**src/rtl/sd_pkg.sv**
```systemverilog
// Shared SD command-path definitions: FSM state encoding, frame bit constants and widths.
package sd_pkg;

    localparam logic [1:0] ST_IDLE_ENC     = 2'd0;
    localparam logic [1:0] ST_CRC_WAIT_ENC = 2'd1;
    localparam logic [1:0] ST_SHIFT_ENC    = 2'd2;
    localparam logic [1:0] ST_GAP_ENC      = 2'd3;

    typedef enum logic [1:0] {
        ST_IDLE     = ST_IDLE_ENC,
        ST_CRC_WAIT = ST_CRC_WAIT_ENC,
        ST_SHIFT    = ST_SHIFT_ENC,
        ST_GAP      = ST_GAP_ENC
    } cmd_tx_state_t;

    localparam logic SD_START_BIT = 1'b0;
    localparam logic SD_TX_BIT    = 1'b1;
    localparam logic SD_STOP_BIT  = 1'b1;

    localparam int SD_CMD_FRAME_W   = 48;
    localparam int SD_CRC_PAYLOAD_W = 40;
    localparam int SD_CRC7_W        = 7;

    function automatic logic [SD_CRC_PAYLOAD_W-1:0] sd_cmd_payload(
        input logic [5:0]  idx,
        input logic [31:0] arg
    );
        return {SD_START_BIT, SD_TX_BIT, idx, arg};
    endfunction

endpackage

```
**src/rtl/sd_cmd_tx.sv**
```systemverilog
// SD CMD-line transmitter: payload -> external crc7 -> 48-bit frame shifted out MSB-first.
// Optional N_CC idle gap after the stop bit is enabled by defining SD_CMD_NCC_GAP_EN.
module sd_cmd_tx
    import sd_pkg::*;
#(
    parameter int CRC_TIMEOUT = 64
`ifdef SD_CMD_NCC_GAP_EN
    ,
    parameter int GAP_BITS = 8
`endif
) (
    input  logic                        clk_i,
    input  logic                        rst_i,
    input  logic                        cmd_valid_i,
    output logic                        cmd_ready_o,
    input  logic [5:0]                  cmd_idx_i,
    input  logic [31:0]                 cmd_arg_i,
    input  logic                        bit_stb_i,
    output logic                        crc_en_o,
    output logic [SD_CRC_PAYLOAD_W-1:0] crc_data_o,
    input  logic [SD_CRC7_W-1:0]        crc_i,
    input  logic                        crc_valid_i,
    output logic                        cmd_o,
    output logic                        cmd_oe_o,
    output logic                        busy_o,
    output logic                        done_o,
    output logic                        err_o
);

    localparam int              TO_W     = $clog2(CRC_TIMEOUT + 1);
    localparam logic [TO_W-1:0] TO_LAST  = TO_W'(CRC_TIMEOUT - 1);
    localparam logic [5:0]      STOP_CNT = 6'(SD_CMD_FRAME_W - 1);
`ifdef SD_CMD_NCC_GAP_EN
    // The gap reuses bit_cnt, which is idle (zero) once the stop bit has gone out.
    localparam logic [5:0]      GAP_LAST = 6'(GAP_BITS - 1);
`endif

    cmd_tx_state_t               state_reg,    state_next;
    logic [SD_CRC_PAYLOAD_W-1:0] crc_data_reg, crc_data_next;
    logic [SD_CMD_FRAME_W-1:0]   shreg_reg,    shreg_next;
    logic [5:0]                  bit_cnt_reg,  bit_cnt_next;
    logic [TO_W-1:0]             to_cnt_reg,   to_cnt_next;
    logic                        oe_reg,       oe_next;
    logic                        crc_en_reg,   crc_en_next;
    logic                        done_reg,     done_next;
    logic                        err_reg,      err_next;

    always_ff @(posedge clk_i or posedge rst_i) begin
        if (rst_i) begin
            state_reg    <= ST_IDLE;
            crc_data_reg <= '0;
            shreg_reg    <= '1;
            bit_cnt_reg  <= '0;
            to_cnt_reg   <= '0;
            oe_reg       <= 1'b0;
            crc_en_reg   <= 1'b0;
            done_reg     <= 1'b0;
            err_reg      <= 1'b0;
        end else begin
            state_reg    <= state_next;
            crc_data_reg <= crc_data_next;
            shreg_reg    <= shreg_next;
            bit_cnt_reg  <= bit_cnt_next;
            to_cnt_reg   <= to_cnt_next;
            oe_reg       <= oe_next;
            crc_en_reg   <= crc_en_next;
            done_reg     <= done_next;
            err_reg      <= err_next;
        end
    end

    always_comb begin
        state_next    = state_reg;
        crc_data_next = crc_data_reg;
        shreg_next    = shreg_reg;
        bit_cnt_next  = bit_cnt_reg;
        to_cnt_next   = to_cnt_reg;
        oe_next       = oe_reg;
        crc_en_next   = 1'b0;
        done_next     = 1'b0;
        err_next      = 1'b0;

        case (state_reg)
            ST_IDLE: begin
                if (cmd_valid_i) begin
                    crc_data_next = sd_cmd_payload(cmd_idx_i, cmd_arg_i);
                    crc_en_next   = 1'b1;
                    to_cnt_next   = '0;
                    state_next    = ST_CRC_WAIT;
                end
            end

            ST_CRC_WAIT: begin
                if (crc_valid_i) begin
                    shreg_next   = {crc_data_reg, crc_i, SD_STOP_BIT};
                    oe_next      = 1'b1;
                    bit_cnt_next = '0;
                    state_next   = ST_SHIFT;
                end else if (to_cnt_reg >= TO_LAST) begin
                    err_next   = 1'b1;
                    state_next = ST_IDLE;
                end else begin
                    to_cnt_next = to_cnt_reg + 1'b1;
                end
            end

            ST_SHIFT: begin
                if (bit_stb_i) begin
                    if (bit_cnt_reg == STOP_CNT) begin
                        // Stop bit has been held a full bit time: release the line high.
                        shreg_next   = '1;
                        oe_next      = 1'b0;
                        bit_cnt_next = '0;
`ifdef SD_CMD_NCC_GAP_EN
                        state_next   = ST_GAP;
`else
                        done_next    = 1'b1;
                        state_next   = ST_IDLE;
`endif
                    end else begin
                        shreg_next   = {shreg_reg[SD_CMD_FRAME_W-2:0], 1'b1};
                        bit_cnt_next = bit_cnt_reg + 1'b1;
                    end
                end
            end

`ifdef SD_CMD_NCC_GAP_EN
            ST_GAP: begin
                if (bit_stb_i) begin
                    if (bit_cnt_reg == GAP_LAST) begin
                        bit_cnt_next = '0;
                        done_next    = 1'b1;
                        state_next   = ST_IDLE;
                    end else begin
                        bit_cnt_next = bit_cnt_reg + 1'b1;
                    end
                end
            end
`endif

            default: begin
                shreg_next   = '1;
                oe_next      = 1'b0;
                bit_cnt_next = '0;
                state_next   = ST_IDLE;
            end
        endcase
    end

    assign cmd_ready_o = (state_reg == ST_IDLE);
    assign busy_o      = (state_reg != ST_IDLE);
    assign crc_en_o    = crc_en_reg;
    assign crc_data_o  = crc_data_reg;
    assign cmd_o       = shreg_reg[SD_CMD_FRAME_W-1];
    assign cmd_oe_o    = oe_reg;
    assign done_o      = done_reg;
    assign err_o       = err_reg;

endmodule

```
**config.mk**
```make
export PLATFORM = sky130hd
export DESIGN_NAME = sd_cmd_tx
export DESIGN_NICKNAME = d
export VERILOG_FILES = /design/src/rtl/sd_pkg.sv /design/src/rtl/sd_cmd_tx.sv
export SDC_FILE = /design/constraint.sdc
export NUM_CORES = 1
export LEC_CHECK = 0
export BUFFER_PORTS_ARGS = -buffer_cell sky130_fd_sc_hd__buf_2
export CORE_MARGIN = 3
export CORE_UTILIZATION = 45
export DETAILED_ROUTE_END_ITERATION = 8
export PLACE_DENSITY_LB_ADDON = 0.2
export SYNTH_ARGS = -nofsm -noshare
export SYNTH_HDL_FRONTEND = slang
export SYNTH_SLANG_ARGS = --single-unit
```
**constraint.sdc**
```tcl
create_clock -name clk_i -period 3.75 [get_ports clk_i]
set_input_delay 0.9375 -clock clk_i [delete_from_list [all_inputs] [get_ports clk_i]]
set_output_delay 0.9375 -clock clk_i [all_outputs]
set_load 0.01 [all_outputs]
```
---- Yosys cells after proc, flatten, opt, wreduce, memory -nomap -nowiden ----
Cells that the tools add are included.
Widths: inputs -> output; s select.
storage, ports and cells
  register bits ........................... 106
  input port bits ......................... 50
  output and inout port bits .............. 47
  word-level logic and storage cells ...... 61
cells by class
  $add $sub $neg .......................... 2
  magnitude comparators ................... 1
  equal/unequal tests ..................... 10
  muxes and demuxes ....................... 30
  bitwise logic cells ..................... 1
  reductions and logical operators ........ 8
operators with widths
  kind                 count
  $mux 48              3
  $pmux 48 s3          1
  $mux 7               3
  $mux 6               3
  $pmux 6 s3           1
  $pmux 7 s2           1
  $ne 2x2->1 const B   6
  $reduce_and 4->1     3
  $mux 1               11
  $mux 2               5
  $add 7x1->7 const B  1
  $ge 7x6->1 const B   1
  $add 6x1->6 const B  1
  $eq 6x6->1 const B   1
  $pmux 2 s3           1
  $reduce_bool 2->1    2
  $ne 3x3->1 const B   1
  $pmux 1 s3           1
  $reduce_and 3->1     1
  $eq 2x1->1 const B   1
  $eq 2x2->1 const B   1
  $logic_not 2->1      1
  $reduce_and 2->1     1
  $not 1->1            1

---- Logic depth before layout (Yosys ltp) ----
Gate-level depths: netlist of the first run.
  depth after elaboration ................. 4
  gate-level depth with buffers ........... 9
  depth with buffers taken out ............ 6

---- Least setup slack after synthesis of the first run ----
OpenSTA, ideal clock, no wires.
  kind .................................... input-to-reg
  start ................................... in crc_valid_i
  end ..................................... reg bit_cnt_reg[5]
  setup time .............................. 76 ps
  arrival ................................. 2084 ps
  required time ........................... 3674 ps
  path slack .............................. 1589 ps
  stages on the path ...................... 5
  path buffers ............................ 1
  path through ............................ nor2b_1 > or3_1 > buf_2 > or4_1 > o21ai_1
between the ends
  word-level cells in the longest chain between the ends .. 2
ends and longest elaborated chain
  item                               RTL line         RTL
  start, declared                    sd_cmd_tx.sv:22  input logic crc_valid_i,
  $ne 2x2->1 (no source line)        -
  $reduce_and 3->1 (no source line)  -
  end signal, assigned               sd_cmd_tx.sv:63  bit_cnt_reg <= bit_cnt_next;
  end, declared                      sd_cmd_tx.sv:41  logic [5:0] bit_cnt_reg, bit_cnt_next;
Every way passes these cells.
A chain may end at the register's enable or synchronous reset.

---- Worst setup path after layout of the first run ----
  start ................................... reg state_reg[1]
  end ..................................... out busy_o
between the ends
  word-level cells in the longest chain between the ends .. 1
ends and longest elaborated chain
  item                    RTL line          RTL
  start, declared         sd_cmd_tx.sv:38   cmd_tx_state_t state_reg, state_next;
  start signal, assigned  sd_cmd_tx.sv:60   state_reg <= state_next;
  $reduce_bool 2->1       sd_cmd_tx.sv:151  assign busy_o = (state_reg != ST_IDLE);
  end, declared           sd_cmd_tx.sv:25   output logic busy_o,
Every way passes these cells.

==> flow_summary.json, run 1 <==
{
  "postCtsHoldBufs": 0,
  "r2r-end": "crc_data_o[21]",
  "antenna_found_initial": 0,
  "gp_congestion": 0.812,
  "power.leakage_nw": 2.33,
  "fmax_ghz": 0.409,
  "die_h_um": 107,
  "setup_viol": 0,
  "largest_register_ffs": 47,
  "cts_setup_buffers": 0,
  "synthCells": 408,
  "maxCapViolCount": 0,
  "criticalPathCategory": "reg -> out",
  "fin_area_um2": 5380,
  "grt_pass1_wl_mm": 16.0,
  "wl_mm": 9.67,
  "setup_ws_ps": 1300,
  "synth_nets": 464,
  "worstPathArrival_ps": 1510,
  "hold_viol_final": 0,
  "final_nets": 547,
  "track_usage_pct": 17.4,
  "combPwrFrac_pct": 41.6,
  "ios": 97,
  "power.total_mw": 4.83,
  "clockPowerShare_pct": 14.6,
  "startpoint_type": "register",
  "cp-endpoint": "busy_o",
  "ant_nets": 0,
  "p_sw_mw": 1.85,
  "r2r_start": "state_reg[1]",
  "cts_root_buf": "clkbuf_8",
  "nFillCells": 896,
  "viasPerCell": 5.38,
  "clk_latency_ps": 360,
  "setup_tns_ps": 0,
  "placed_area_um2": 5190,
  "ys_seq_area_share_pct": 58.5,
  "irDropWorstVdd_mv": 0.501,
  "fp.coreArea_um2": 9860,
  "cts_tree": "yes",
  "tightestPinTransition_ps": 961,
  "htree_levels": 3,
  "clock_sinks": 105,
  "syn-cell-area_um2": 4590,
  "wl_per_cell_um": 15.4,
  "p_per_area_nw_per_um2": 898,
  "cts_made_buffers": 9,
  "layout-drive-gt1-share_pct": 42.3,
  "post-place-ws_ps": 1340,
  "vias": 3382,
  "swShare_pct": 38.2,
  "end_kind": "output pin",
  "syn_area_per_cell_um2": 11.2,
  "synth_top_flop_cell": "dfrtp_1",
  "hpwl_mm": 6.25,
  "antenna_cells": 0,
  "regToRegSetupSlack_ps": 1550,
  "dr.pass1.iters": 4,
  "dieArea_um2": 11400,
  "grt_setup_unrepaired": "no",
  "period_needed_ps": 2450,
  "cts.clk_slew.worst_paths_ps": 100,
  "seqPwrFrac_pct": 43.8,
  "ctsResizeCount": 0,
  "initial_core_util_pct": 46.5,
  "rr_worst_depth": 4,
  "ys.warnings.count": 0,
  "grt_max_degree": 59,
  "die_width_um": 107,
  "portBuffers": 95,
  "grt_pass1_vias": 3241,
  "cp_max_fo": 8,
  "slew_violations": 0,
  "cts.path.max_buffers": 2,
  "route.detailed.drc": 0,
  "crit_start": "state_reg[1]",
  "synth.distinct_cells": 43,
  "power.internal_mw": 2.99,
  "gr-total-overflow": 0,
  "fin_crit_sh_pct": 65.2,
  "area_growth_pct": 17.3,
  "outcome": "finished, final reports clean",
  "required_ps": 2810,
  "hold_class": "reg -> reg",
  "synth-seq-cells": 105,
  "synth_edf_count": 0,
  "clock_skew_ps": 6.33,
  "std_cell_rows": 36,
  "drt_iter0_markers": 158,
  "postSynth.asyncResetShare_pct": 100,
  "slew_headroom_pct": 35.7
}
-- how the worst min path moves through the flow --
stage	start	end	slack (ps)	cells past startpoint
6_report	shreg_reg[47]	shreg_reg[47]	470	2
5_1_grt	shreg_reg[47]	shreg_reg[47]	500	2
4_1_cts	shreg_reg[47]	shreg_reg[47]	470	2
3_5_place_dp	shreg_reg[47]	shreg_reg[47]	460	2
3_3_place_gp	shreg_reg[47]	shreg_reg[47]	450	2
2_1_floorplan	shreg_reg[47]	shreg_reg[47]	460	2
-- power by group through the flow --
stage	registers (mW)	logic [mW]	clock network (mW)
after floorplan	2.16	1.36	0
after global placement	2.12	1.98	0
after detailed placement	2.14	2.04	0
after CTS	2.12	2.04	0.725
after global routing	2.19	2.26	0.775
final	2.12	2.01	0.705
-- layout by cell type (no fill, tap or decap), types with 3 or more instances in the layout --
| cell | n |
|---|---|
| buf_2 | 95 |
| dfrtp_1 | 58 |
| nor2_1 | 50 |
| a21oi_1 | 49 |
| dfstp_2 | 47 |
| a22oi_1 | 45 |
| mux2_2 | 40 |
| nand2_1 | 16 |
| inv_1 | 11 |
| o21ai_0 | 10 |
| clkbuf_8 | 10 |
| nand3_1 | 6 |
| ha_1 | 4 |
| nand2b_1 | 3 |
| nor3_1 | 3 |
| nor4_1 | 3 |
| buf_4 | 3 |
-- final cells by class --
type	instances	area, um2	area share (%)
Inverter	12	47.5	0.883
Timing Repair Buffer	100	538	10.0
Sequential cell	105	2690	49.9
Clock inverter	5	55.1	1.02
Clock buffer	11	141	2.63
Tap cell	133	166	3.09
Multi-Input combinational cell	263	1750	32.5
-- per-layer routing --
metal	vias to the layer above	global-route usage [%]	part of all wire, %
li1	1628	-	-
met1	1669	24.9	47
met2	76	26.8	47
met3	9	3.61	4.4
met4	0	5.75	1.3
met5	-	0	0
-- Yosys cell counts, types with 3 or more instances --
library cell | count | area share [%]
a21oi_1 | 49 | 5.3
nor2_1 | 50 | 4.1
buf_2 | 6 | 0.65
dfrtp_1 | 58 | 32
mux2_2 | 40 | 9.8
nand2b_1 | 3 | 0.41
nand3_1 | 6 | 0.65
o21ai_0 | 10 | 1.1
ha_1 | 6 | 1.6
clkbuf_1 | 20 | 1.6
a22oi_1 | 45 | 7.4
nor3_1 | 3 | 0.33
dfstp_2 | 47 | 27
nor4_1 | 3 | 0.41
inv_1 | 12 | 0.98
nand2_1 | 17 | 1.4
-- logic make-up (layout without fill, tap and decap cells) --
| family | count (synthesis) | in the layout | share of synthesized area, % |
|---|---|---|---|
| compound gates | 123 | 123 | 17.1 |
| flops | 105 | 105 | 58.5 |
| simple gates | 93 | 93 | 9.14 |
| mux | 40 | 40 | 9.82 |
| buf+inv | 40 | 128 | 3.68 |
| fa+ha+maj | 6 | 6 | 1.64 |
| other cells | 1 | 1 | 0.0817 |
-- per-stage QoR --
stage / utilization [%] / hold slack (ps) / cells
after floorplan: - / 460 / 408
after global placement: 52.6 / 453 / 613
after detailed placement: 52.6 / 459 / 613
after CTS: 54.6 / 473 / 629
after global routing: 54.6 / 497 / 629
final: 54.6 / 467 / 629
-- critical path: stages, from the launching register on --
cell and delay, ps:
dfrtp_1 420, inv_1 120, ha_1 390, inv_1 70, buf_2 140
(Power assumes the default switching activity.)
==> run 2: changes to the inputs <==
==> constraint.sdc (replaced) <==
create_clock -name clk_i -period 2.1 [get_ports clk_i]
set_input_delay 0.525 -clock clk_i [delete_from_list [all_inputs] [get_ports clk_i]]
set_output_delay 0.525 -clock clk_i [all_outputs]
set_load 0.01 [all_outputs]
==> run 2 against run 1 <==
- non-clock buffer count is 10 higher
- die area unchanged
- routed wire length increased by 0.87%
- register-to-register slack lost 1400 ps
- worst hold slack worse by 350 ps
- via count increased by 3.1%
- global-route usage is 0.93 points higher
- first-iteration DRC count grew 65%
- largest cell class unchanged
- largest power group is now combinational cells
- highest routed layer unchanged
==> flow_summary.json, run 2 (same netlist as run 1, synthesis figures left out) <==
{
  "outcome": "finished, final reports clean",
  "clk_latency_ps": 370,
  "criticalPathCategory": "reg -> out",
  "slew_violations": 0,
  "largest_register_ffs": 47,
  "std_cell_rows": 36,
  "ant_nets": 0,
  "nFillCells": 891,
  "die_width_um": 107,
  "wl_per_cell_um": 15.3,
  "cts_made_buffers": 9,
  "initial_core_util_pct": 46.5,
  "cp_max_fo": 6,
  "cts_tree": "yes",
  "cts.path.max_buffers": 2,
  "route.detailed.drc": 0,
  "die_h_um": 107,
  "clock_sinks": 105,
  "portBuffers": 95,
  "path_cells": "inv_1 -> ha_2 -> buf_4 -> inv_1 -> buf_2",
  "layout-drive-gt1-share_pct": 44.3,
  "clock_skew_ps": 15.3,
  "tightestPinTransition_ps": 569,
  "dieArea_um2": 11400,
  "fin_crit_sh_pct": 96.1,
  "antenna_cells": 0,
  "viasPerCell": 5.46,
  "setup_tns_ps": 0,
  "cts_root_buf": "clkbuf_8",
  "slew_headroom_pct": 61.9,
  "fmax_ghz": 0.495,
  "antenna_found_initial": 0,
  "cts_setup_buffers": 0,
  "required_ps": 1570,
  "fp.coreArea_um2": 9860,
  "cp_common_cell": "inv_1",
  "final_nets": 557,
  "dr.pass1.iters": 4,
  "multi_input_area_um2": 1760,
  "cpMaxStageDelayCell": "dfrtp_1",
  "seq_area_um2": 2690,
  "drt_iter0_markers": 260,
  "startpoint_type": "register",
  "grt_pass1_vias": 3512,
  "max_stage_delay_ps": 410,
  "track_usage_pct": 18.4,
  "cp_num_buf_inv": 4,
  "worstPathArrival_ps": 1490,
  "wl_mm": 9.75,
  "irDropWorstVdd_mv": 0.722,
  "hpwl_mm": 6.69,
  "period_needed_ps": 2020,
  "power.leakage_nw": 2.40,
  "grt_pass1_wl_mm": 17.0,
  "vias": 3487,
  "maxCapViolCount": 0,
  "p_per_area_nw_per_um2": 1620,
  "final_common_cell": "buf_2",
  "ios": 97,
  "htree_levels": 3,
  "hold_viol_final": 0,
  "setup_viol": 0,
  "end_kind": "output pin",
  "critPathTopFamily": "buffers and inverters",
  "crit_start": "state_reg[1]",
  "grt_max_degree": 64,
  "r2r_start": "state_reg[1]",
  "area_growth_pct": 20.3,
  "power.total_mw": 8.94,
  "gp_congestion": 0.904,
  "gr-total-overflow": 0,
  "cts.clk_slew.worst_paths_ps": 100,
  "hold_class": "in -> async",
  "grt_setup_unrepaired": "no",
  "final_cell_mix": "buf_2, dfrtp_1, nor2_1"
}
run 2: changes by cell type in the layout (fill, tap and decap cells not counted), sizes merged:
cell / before / now
buf: 100 / 110
inv: 12 / 15
clkinvlp: 2 / 1
clkinv: 2 / 0
run 2: worst reg2reg max path, delay by kind of cell, from the launching register on:
kind / cells / cell delay, ps
AND/OR/NAND/NOR: 3 / 1070
flip-flops: 1 / 390
adder cells (fa/ha/maj): 1 / 200
AO/OA/AOI/OAI: 1 / 120
buffers and inverters: 1 / 110
run 2: layer usage:
| metal | vias to the layer above | share of wire, % | GRT usage [%] |
|---|---|---|---|
| li1 | 1647 | - | - |
| met1 | 1736 | 45 | 24.7 |
| met2 | 94 | 48 | 28.8 |
| met3 | 10 | 5.2 | 5.06 |
| met4 | 0 | 1.1 | 6.30 |
| met5 | - | 0 | 0 |
run 2: through the flow:
| stage | hold WS, ps | instance area, um2 | setup WS, ps | utilization [%] | cells |
|---|---|---|---|---|---|
| global route | 120 | 5520 | 2.79 | 56.0 | 639 |
| finish | 121 | 5520 | 81.1 | 56.0 | 639 |
| floorplan | 460 | 4590 | 119 | - | 408 |
| detailed placement | 444 | 5290 | 77.0 | 53.6 | 623 |
| global placement | 444 | 5290 | 214 | 53.6 | 623 |
| CTS | 109 | 5510 | 20.0 | 55.8 | 639 |
run 2: cell type report:
class,count,area share (%)
Clock inverter,5,1.22
Inverter,12,0.884
Multi-Input combinational cell,263,31.9
Sequential cell,105,48.7
Clock buffer,11,2.74
Timing Repair Buffer,110,11.6
Tap cell,133,3.01
run 2: repair_timing:
item,in CTS,in global routing
hold buffers,0,0
gates resized for setup,0,4
setup endpoints to repair,0,12
run 2: final timing paths:
kind / depth (start not counted) / slack (ps) / endpoint
setup / recovery: 5 / 80 / busy_o
setup reg to reg: 6 / 160 / bit_cnt_reg[5]
hold reg to reg: 2 / 450 / shreg_reg[47]
max in group asynchronous: 3 / 1260 / shreg_reg[14]
min in group clk_i: 2 / 370 / crc_data_o[20]
hold / removal: 2 / 120 / crc_data_o[29]
run 2: report_power, final:
part	internal (mW)	leakage [nW]	switching, mW
sequential	3.20	1.21	0.588
combinational	1.72	1.08	2.09
clock	0.638	0.113	0.700
